### src/rtl/mdu.sv
// Iterative 32-cycle multiply/divide unit holding architectural HI/LO for the MIPS core.
// Define MDU_DIV_EN to build the restoring divider; without it DIV/DIVU are reserved opcodes.
module mdu (
    input  logic        clk,
    input  logic        rst_n,
    input  logic        Start,
    input  logic [2:0]  Op,
    input  logic [31:0] OpA,
    input  logic [31:0] OpB,
    input  logic        Flush,
    output logic        Busy,
    output logic        Done,
    output logic [31:0] Hi,
    output logic [31:0] Lo
);

    typedef enum logic [1:0] {
        S_IDLE = 2'd0,
        S_RUN  = 2'd1,
        S_DONE = 2'd2
    } state_t;

    localparam logic [2:0] OP_MULT  = 3'b000;
    localparam logic [2:0] OP_MULTU = 3'b001;
    localparam logic [2:0] OP_DIV   = 3'b010;
    localparam logic [2:0] OP_DIVU  = 3'b011;
    localparam logic [2:0] OP_MTHI  = 3'b100;
    localparam logic [2:0] OP_MTLO  = 3'b101;

    state_t      state_q, state_d;
    logic [5:0]  cnt_q, cnt_d;
    logic [63:0] acc_q, acc_d;
    logic [31:0] opnd_q, opnd_d;
    logic        neg_q, neg_d;
    logic [31:0] hi_q, hi_d;
    logic [31:0] lo_q, lo_d;
`ifdef MDU_DIV_EN
    logic        is_div_q, is_div_d;
    logic        neg_rem_q, neg_rem_d;
    logic        div0_q, div0_d;
`endif

    logic        op_valid;
    logic        accept;
    logic        op_signed;
    logic        sign_a, sign_b;
    logic [31:0] mag_a, mag_b;
    logic [32:0] mul_sum;
    logic [63:0] mul_nxt;
    logic [63:0] step_nxt;
    logic [63:0] prod;
    logic [31:0] res_hi, res_lo;
`ifdef MDU_DIV_EN
    logic [32:0] div_shift;
    logic [32:0] div_sub;
    logic        div_ge;
    logic [63:0] div_nxt;
    logic [31:0] quo, rem;
`endif

    always_comb begin
        op_valid = 1'b0;
        case (Op)
            OP_MULT, OP_MULTU, OP_MTHI, OP_MTLO: op_valid = 1'b1;
`ifdef MDU_DIV_EN
            OP_DIV, OP_DIVU:                     op_valid = 1'b1;
`endif
            default:                             op_valid = 1'b0;
        endcase
    end

    // Flush wins over Start in every state, including IDLE/DONE.
    assign accept    = (state_q != S_RUN) && Start && !Flush && op_valid;
    assign op_signed = (Op == OP_MULT) || (Op == OP_DIV);
    assign sign_a    = op_signed & OpA[31];
    assign sign_b    = op_signed & OpB[31];
    assign mag_a     = sign_a ? (32'd0 - OpA) : OpA;
    assign mag_b     = sign_b ? (32'd0 - OpB) : OpB;

    // Shift-add: multiplier sits in acc low half and shifts out as the product shifts in.
    assign mul_sum = {1'b0, acc_q[63:32]} + (acc_q[0] ? {1'b0, opnd_q} : 33'd0);
    assign mul_nxt = {mul_sum, acc_q[31:1]};

`ifdef MDU_DIV_EN
    // Restoring divide: acc = {remainder, dividend/quotient}.
    assign div_shift = {acc_q[63:32], acc_q[31]};
    assign div_sub   = div_shift - {1'b0, opnd_q};
    assign div_ge    = (div_shift >= {1'b0, opnd_q});
    assign div_nxt   = div_ge ? {div_sub[31:0], acc_q[30:0], 1'b1}
                              : {div_shift[31:0], acc_q[30:0], 1'b0};
    assign step_nxt  = is_div_q ? div_nxt : mul_nxt;
    assign quo       = step_nxt[31:0];
    assign rem       = step_nxt[63:32];
`else
    assign step_nxt  = mul_nxt;
`endif

    assign prod = neg_q ? (64'd0 - step_nxt) : step_nxt;

    always_comb begin
        res_hi = prod[63:32];
        res_lo = prod[31:0];
`ifdef MDU_DIV_EN
        if (is_div_q) begin
            res_lo = div0_q ? 32'hFFFF_FFFF : (neg_q ? (32'd0 - quo) : quo);
            res_hi = neg_rem_q ? (32'd0 - rem) : rem;
        end
`endif
    end

    always_comb begin
        state_d   = state_q;
        cnt_d     = cnt_q;
        acc_d     = acc_q;
        opnd_d    = opnd_q;
        neg_d     = neg_q;
        hi_d      = hi_q;
        lo_d      = lo_q;
`ifdef MDU_DIV_EN
        is_div_d  = is_div_q;
        neg_rem_d = neg_rem_q;
        div0_d    = div0_q;
`endif
        case (state_q)
            S_IDLE, S_DONE: begin
                state_d = S_IDLE;
                if (accept) begin
                    if (Op == OP_MTHI) begin
                        hi_d = OpA;
                    end else if (Op == OP_MTLO) begin
                        lo_d = OpA;
                    end else begin
                        state_d   = S_RUN;
                        cnt_d     = 6'd32;
                        acc_d     = {32'd0, mag_a};
                        opnd_d    = mag_b;
                        neg_d     = sign_a ^ sign_b;
`ifdef MDU_DIV_EN
                        is_div_d  = Op[1];
                        neg_rem_d = sign_a;
                        div0_d    = (OpB == 32'd0);
`endif
                    end
                end
            end
            S_RUN: begin
                if (Flush) begin
                    state_d = S_IDLE;
                    cnt_d   = 6'd0;
                end else begin
                    acc_d = step_nxt;
                    cnt_d = cnt_q - 6'd1;
                    if (cnt_q == 6'd1) begin
                        hi_d    = res_hi;
                        lo_d    = res_lo;
                        state_d = S_DONE;
                    end
                end
            end
            default: state_d = S_IDLE;
        endcase
    end

    always_ff @(posedge clk or negedge rst_n) begin
        if (!rst_n) begin
            state_q   <= S_IDLE;
            cnt_q     <= 6'd0;
            acc_q     <= 64'd0;
            opnd_q    <= 32'd0;
            neg_q     <= 1'b0;
            hi_q      <= 32'd0;
            lo_q      <= 32'd0;
`ifdef MDU_DIV_EN
            is_div_q  <= 1'b0;
            neg_rem_q <= 1'b0;
            div0_q    <= 1'b0;
`endif
        end else begin
            state_q   <= state_d;
            cnt_q     <= cnt_d;
            acc_q     <= acc_d;
            opnd_q    <= opnd_d;
            neg_q     <= neg_d;
            hi_q      <= hi_d;
            lo_q      <= lo_d;
`ifdef MDU_DIV_EN
            is_div_q  <= is_div_d;
            neg_rem_q <= neg_rem_d;
            div0_q    <= div0_d;
`endif
        end
    end

    assign Busy = (state_q == S_RUN);
    assign Done = (state_q == S_DONE);
    assign Hi   = hi_q;
    assign Lo   = lo_q;

endmodule

### config.mk
export PLATFORM = sky130hd
export DESIGN_NAME = mdu
export DESIGN_NICKNAME = d
export VERILOG_FILES = /design/src/rtl/mdu.sv
export SDC_FILE = /design/constraint.sdc
export NUM_CORES = 1
export LEC_CHECK = 0
export ABC_AREA = 0
export BUFFER_PORTS_ARGS = -buffer_cell sky130_fd_sc_hd__clkbuf_2
export CAP_MARGIN = 20
export CORE_UTILIZATION = 30
export CTS_BUF_LIST = sky130_fd_sc_hd__clkbuf_4 sky130_fd_sc_hd__clkbuf_8
export CTS_CLUSTER_DIAMETER = 60
export CTS_CLUSTER_SIZE = 8
export DETAILED_ROUTE_END_ITERATION = 10
export GPL_ROUTABILITY_DRIVEN = 0
export SETUP_SLACK_MARGIN = 0.02
export SLEW_MARGIN = 10
export SYNTH_ARGS = -nofsm -noshare
export SYNTH_HDL_FRONTEND = slang
export SYNTH_SLANG_ARGS = --single-unit
### constraint.sdc
create_clock -name clk -period 4.43 [get_ports clk]
set_clock_uncertainty 0.1 [all_clocks]
set_input_delay 0.886 -clock clk [delete_from_list [all_inputs] [get_ports clk]]
set_output_delay 0.886 -clock clk [all_outputs]
set_load 0.05 [all_outputs]
==> results.json <==
{
  "status": "complete, no violations",
  "cp_common_cell": "nor2_1",
  "synth.area.mux_share_pct": 0.859,
  "finalCritPeriodShare_pct": 96.4,
  "worst_path_max_delay_cell": "a211oi_1",
  "routed_via_density": 5.36,
  "yosys.area.top_type": "dfrtp_1",
  "area_delta_synth_final_pct": 15.1,
  "crit_fanout": 7,
  "ir_worst_vdd_mv": 0.214,
  "ys_seq_area_share_pct": 35.0,
  "postSynthCellCount": 1501,
  "wirelength_mm": 38.2,
  "async_reset_ff_share_pct": 100,
  "fmax_mhz": 234,
  "crit_chain": "and2_1 -> ha_2 -> fa_2 -> a21o_2 -> a221o_2 -> a21o_1 -> a211oi_1 -> nor2_1 -> nand3_1 -> o21ai_0 -> xnor2_1 -> nor2_1 -> o31ai_1",
  "fillers": 4198,
  "layout.cell_area.non_filler_um2": 13900,
  "clkLatencyLatePin_ps": 490,
  "dieArea_um2": 41100,
  "cts_buffers": 17,
  "final_core_util_pct": 35.0,
  "grt_pass1_wl_mm": 61.2,
  "postCtsHoldBufs": 0,
  "ys.flop_type": "dfrtp_1",
  "power.density_nw_per_um2": 551,
  "worstMarginPinSlew_ps": 1020,
  "synth_cell_type_count": 83,
  "clkSinkCount": 169,
  "yosys.area_share.xor_xnor_pct": 9.56,
  "syn_avg_cell_area_um2": 8.05,
  "grt_pass1_vias": 10700,
  "finalSetupViolations": 0,
  "maxCapViolations": 0,
  "fp-row-count": 73,
  "num_io_pins": 137,
  "cts.htree.levels": 4,
  "drive_above_1_share_pct": 16.7,
  "critPathTopFamily": "compound AO/OA/AOI/OAI gates",
  "drtIter0Drc": 899,
  "fp.coreArea_um2": 39700,
  "p_leak_nw": 6.03,
  "synth_top_area_share_pct": 35.0,
  "synth_enable_flop_cells": 0,
  "yosysWarnings": 0,
  "clkTransAtPathRegs_ps": 100,
  "finalMaxSlewViolations": 0,
  "clk_path_buf_depth": 2,
  "max_slew_margin_pct": 31.6,
  "antennaDiodeCount": 0,
  "slowest_delay_ps": 860,
  "grt_max_degree": 78,
  "dpl.hpwl_mm": 29.2,
  "yosys.cell_count.top_type": "nand2_1",
  "nNetsFinal": 1719,
  "synth_area_leaders": "dfrtp_1 (35%), xnor2_1 (6.9%), o21ai_0 (6.8%)",
  "min_period_ps": 4270,
  "clockRootBuffer": "clkbuf_8",
  "die_h_um": 203,
  "worst-path-buf-inv": 0,
  "endpoint_kind": "register",
  "synth_top_family_by_area": "compound AO/OA/AOI/OAI gates",
  "critPathArrivalTime_ps": 4540,
  "start_kind": "register",
  "die_w_um": 203,
  "vias": 11500,
  "synth_nets": 1610,
  "final.setup.tns_ps": 0,
  "synth_compound_area_share_pct": 23.5,
  "grt_overflow": 0,
  "required_ps": 4700,
  "wire_per_inst_um": 17.8,
  "cts_tree": "yes",
  "place_area_um2": 13400,
  "ant_nets": 0,
  "track_usage_pct": 18.8,
  "worstSetupPathType": "reg -> reg",
  "yosys.area_share.simple_pct": 23.0,
  "syn_area_um2": 12100,
  "portBuffers": 136,
  "drc": 0,
  "synthAdderAreaFrac_pct": 4.00,
  "worstHoldPathType": "in -> async",
  "dr.pass1.iters": 7,
  "final_hold_viol_count": 0,
  "synth_common_cells": "nand2_1 (210), dfrtp_1 (169), o21ai_0 (165), nor2_1 (157), a21oi_1 (111)",
  "start_util_pct": 30.4,
  "antenna_found_initial": 0,
  "synth_seq_cells": 169
}
[flip-flops by register name (all words and copies together) (netlist names)]
name and count:
Hi 32, neg_q 1, state_q 2, cnt_q 6, acc_q 64, opnd_q 32
Lo 32
[timing repair]
item / in CTS / in global routing
resized for setup: 1 / 25
pin swaps: 1 / 11
setup buffers: 0 / 6
endpoints found under the setup margin: 1 / 9
gates cloned: 0 / 0
[where the power goes]
part	leakage (nW)	switching, W	internal (W)
logic	3.66	0.00262	0.00144
clock network	0.210	0.000685	0.000504
registers	2.15	0.000426	0.00199
total	6.03	0.00374	0.00393
[placed cells by master, fill, tap and decap left out, types with 5 or more instances in the layout]
cell / netlist / routed
and2_1: 44 / 44
a21o_2: 6 / 6
o21ai_1: 0 / 6
o211ai_1: 5 / 5
and3_1: 13 / 13
ha_1: 37 / 32
buf_4: 3 / 39
o22ai_1: 7 / 5
nor3_1: 23 / 23
or2_2: 5 / 5
nor4_1: 13 / 12
nand2_1: 210 / 210
nor2_1: 157 / 156
o21ai_0: 165 / 159
a21oi_1: 111 / 107
a21o_1: 9 / 9
nand3_1: 31 / 31
or3_1: 24 / 24
clkbuf_2: 0 / 135
a211oi_1: 9 / 8
a221oi_1: 9 / 8
xor2_1: 37 / 37
xnor2_1: 95 / 95
clkbuf_8: 1 / 19
or4_1: 8 / 8
mux2i_1: 7 / 7
nand4_1: 13 / 13
dfrtp_1: 169 / 169
inv_1: 23 / 22
nand2b_1: 9 / 7
o31ai_1: 59 / 59
a31oi_1: 14 / 13
o41ai_1: 11 / 7
a22o_1: 14 / 14
[kinds of logic (layout without fill, tap and decap cells)]
| logic type | Yosys count | in the layout |
|---|---|---|
| xor+xnor | 132 | 132 |
| mux | 10 | 10 |
| buf+inv | 110 | 232 |
| fa+ha+maj | 38 | 38 |
| simple gates | 585 | 585 |
| compound gates | 457 | 457 |
| flops | 169 | 169 |
[through the flow]
stage                     total power [W]  cells  hold slack, ps  setup WS (ps)
after floorplan                   0.00526   1501             330           60.6
after global placement            0.00632   2110             352            161
after detailed placement          0.00639   2110             364           10.6
after CTS                         0.00759   2142             319           34.1
after global routing              0.00820   2148             330          -89.8
final                             0.00767   2148             302            158
[layer usage]
| layer | track usage [%] | share of wire (%) | up-vias |
|---|---|---|---|
| li1 | - | - | 5582 |
| met1 | 27.6 | 47 | 5438 |
| met2 | 29.1 | 45 | 445 |
| met3 | 2.44 | 6.6 | 39 |
| met4 | 4.05 | 1.5 | 0 |
| met5 | 0 | 0 | - |
[path summary, 6_finish.rpt]
path                       startpoint        end  slack, ps  depth (start not counted)
max                          acc_q[0]     Hi[15]        160                         13
min in group clk            opnd_q[0]  opnd_q[0]        380                          2
max in group asynchronous       rst_n     Lo[16]       3060                          2
min                             rst_n   acc_q[8]        300                          1
max reg2reg                  acc_q[0]     Hi[15]        160                         13
min reg2reg                 opnd_q[0]  opnd_q[0]        380                          2
[area by class of cell]
class | count | area [um^2] | share of cell area (%)
clock buffers | 20 | 269 | 1.93
clock inverters | 12 | 134 | 0.963
inverters | 23 | 86.3 | 0.621
multi-input cells | 1222 | 7520 | 54.1
flip-flops and latches | 169 | 4230 | 30.4
well taps | 525 | 657 | 4.72
repair buffers | 177 | 1010 | 7.27
No activity file was read; power rests on OpenSTA's default activity.
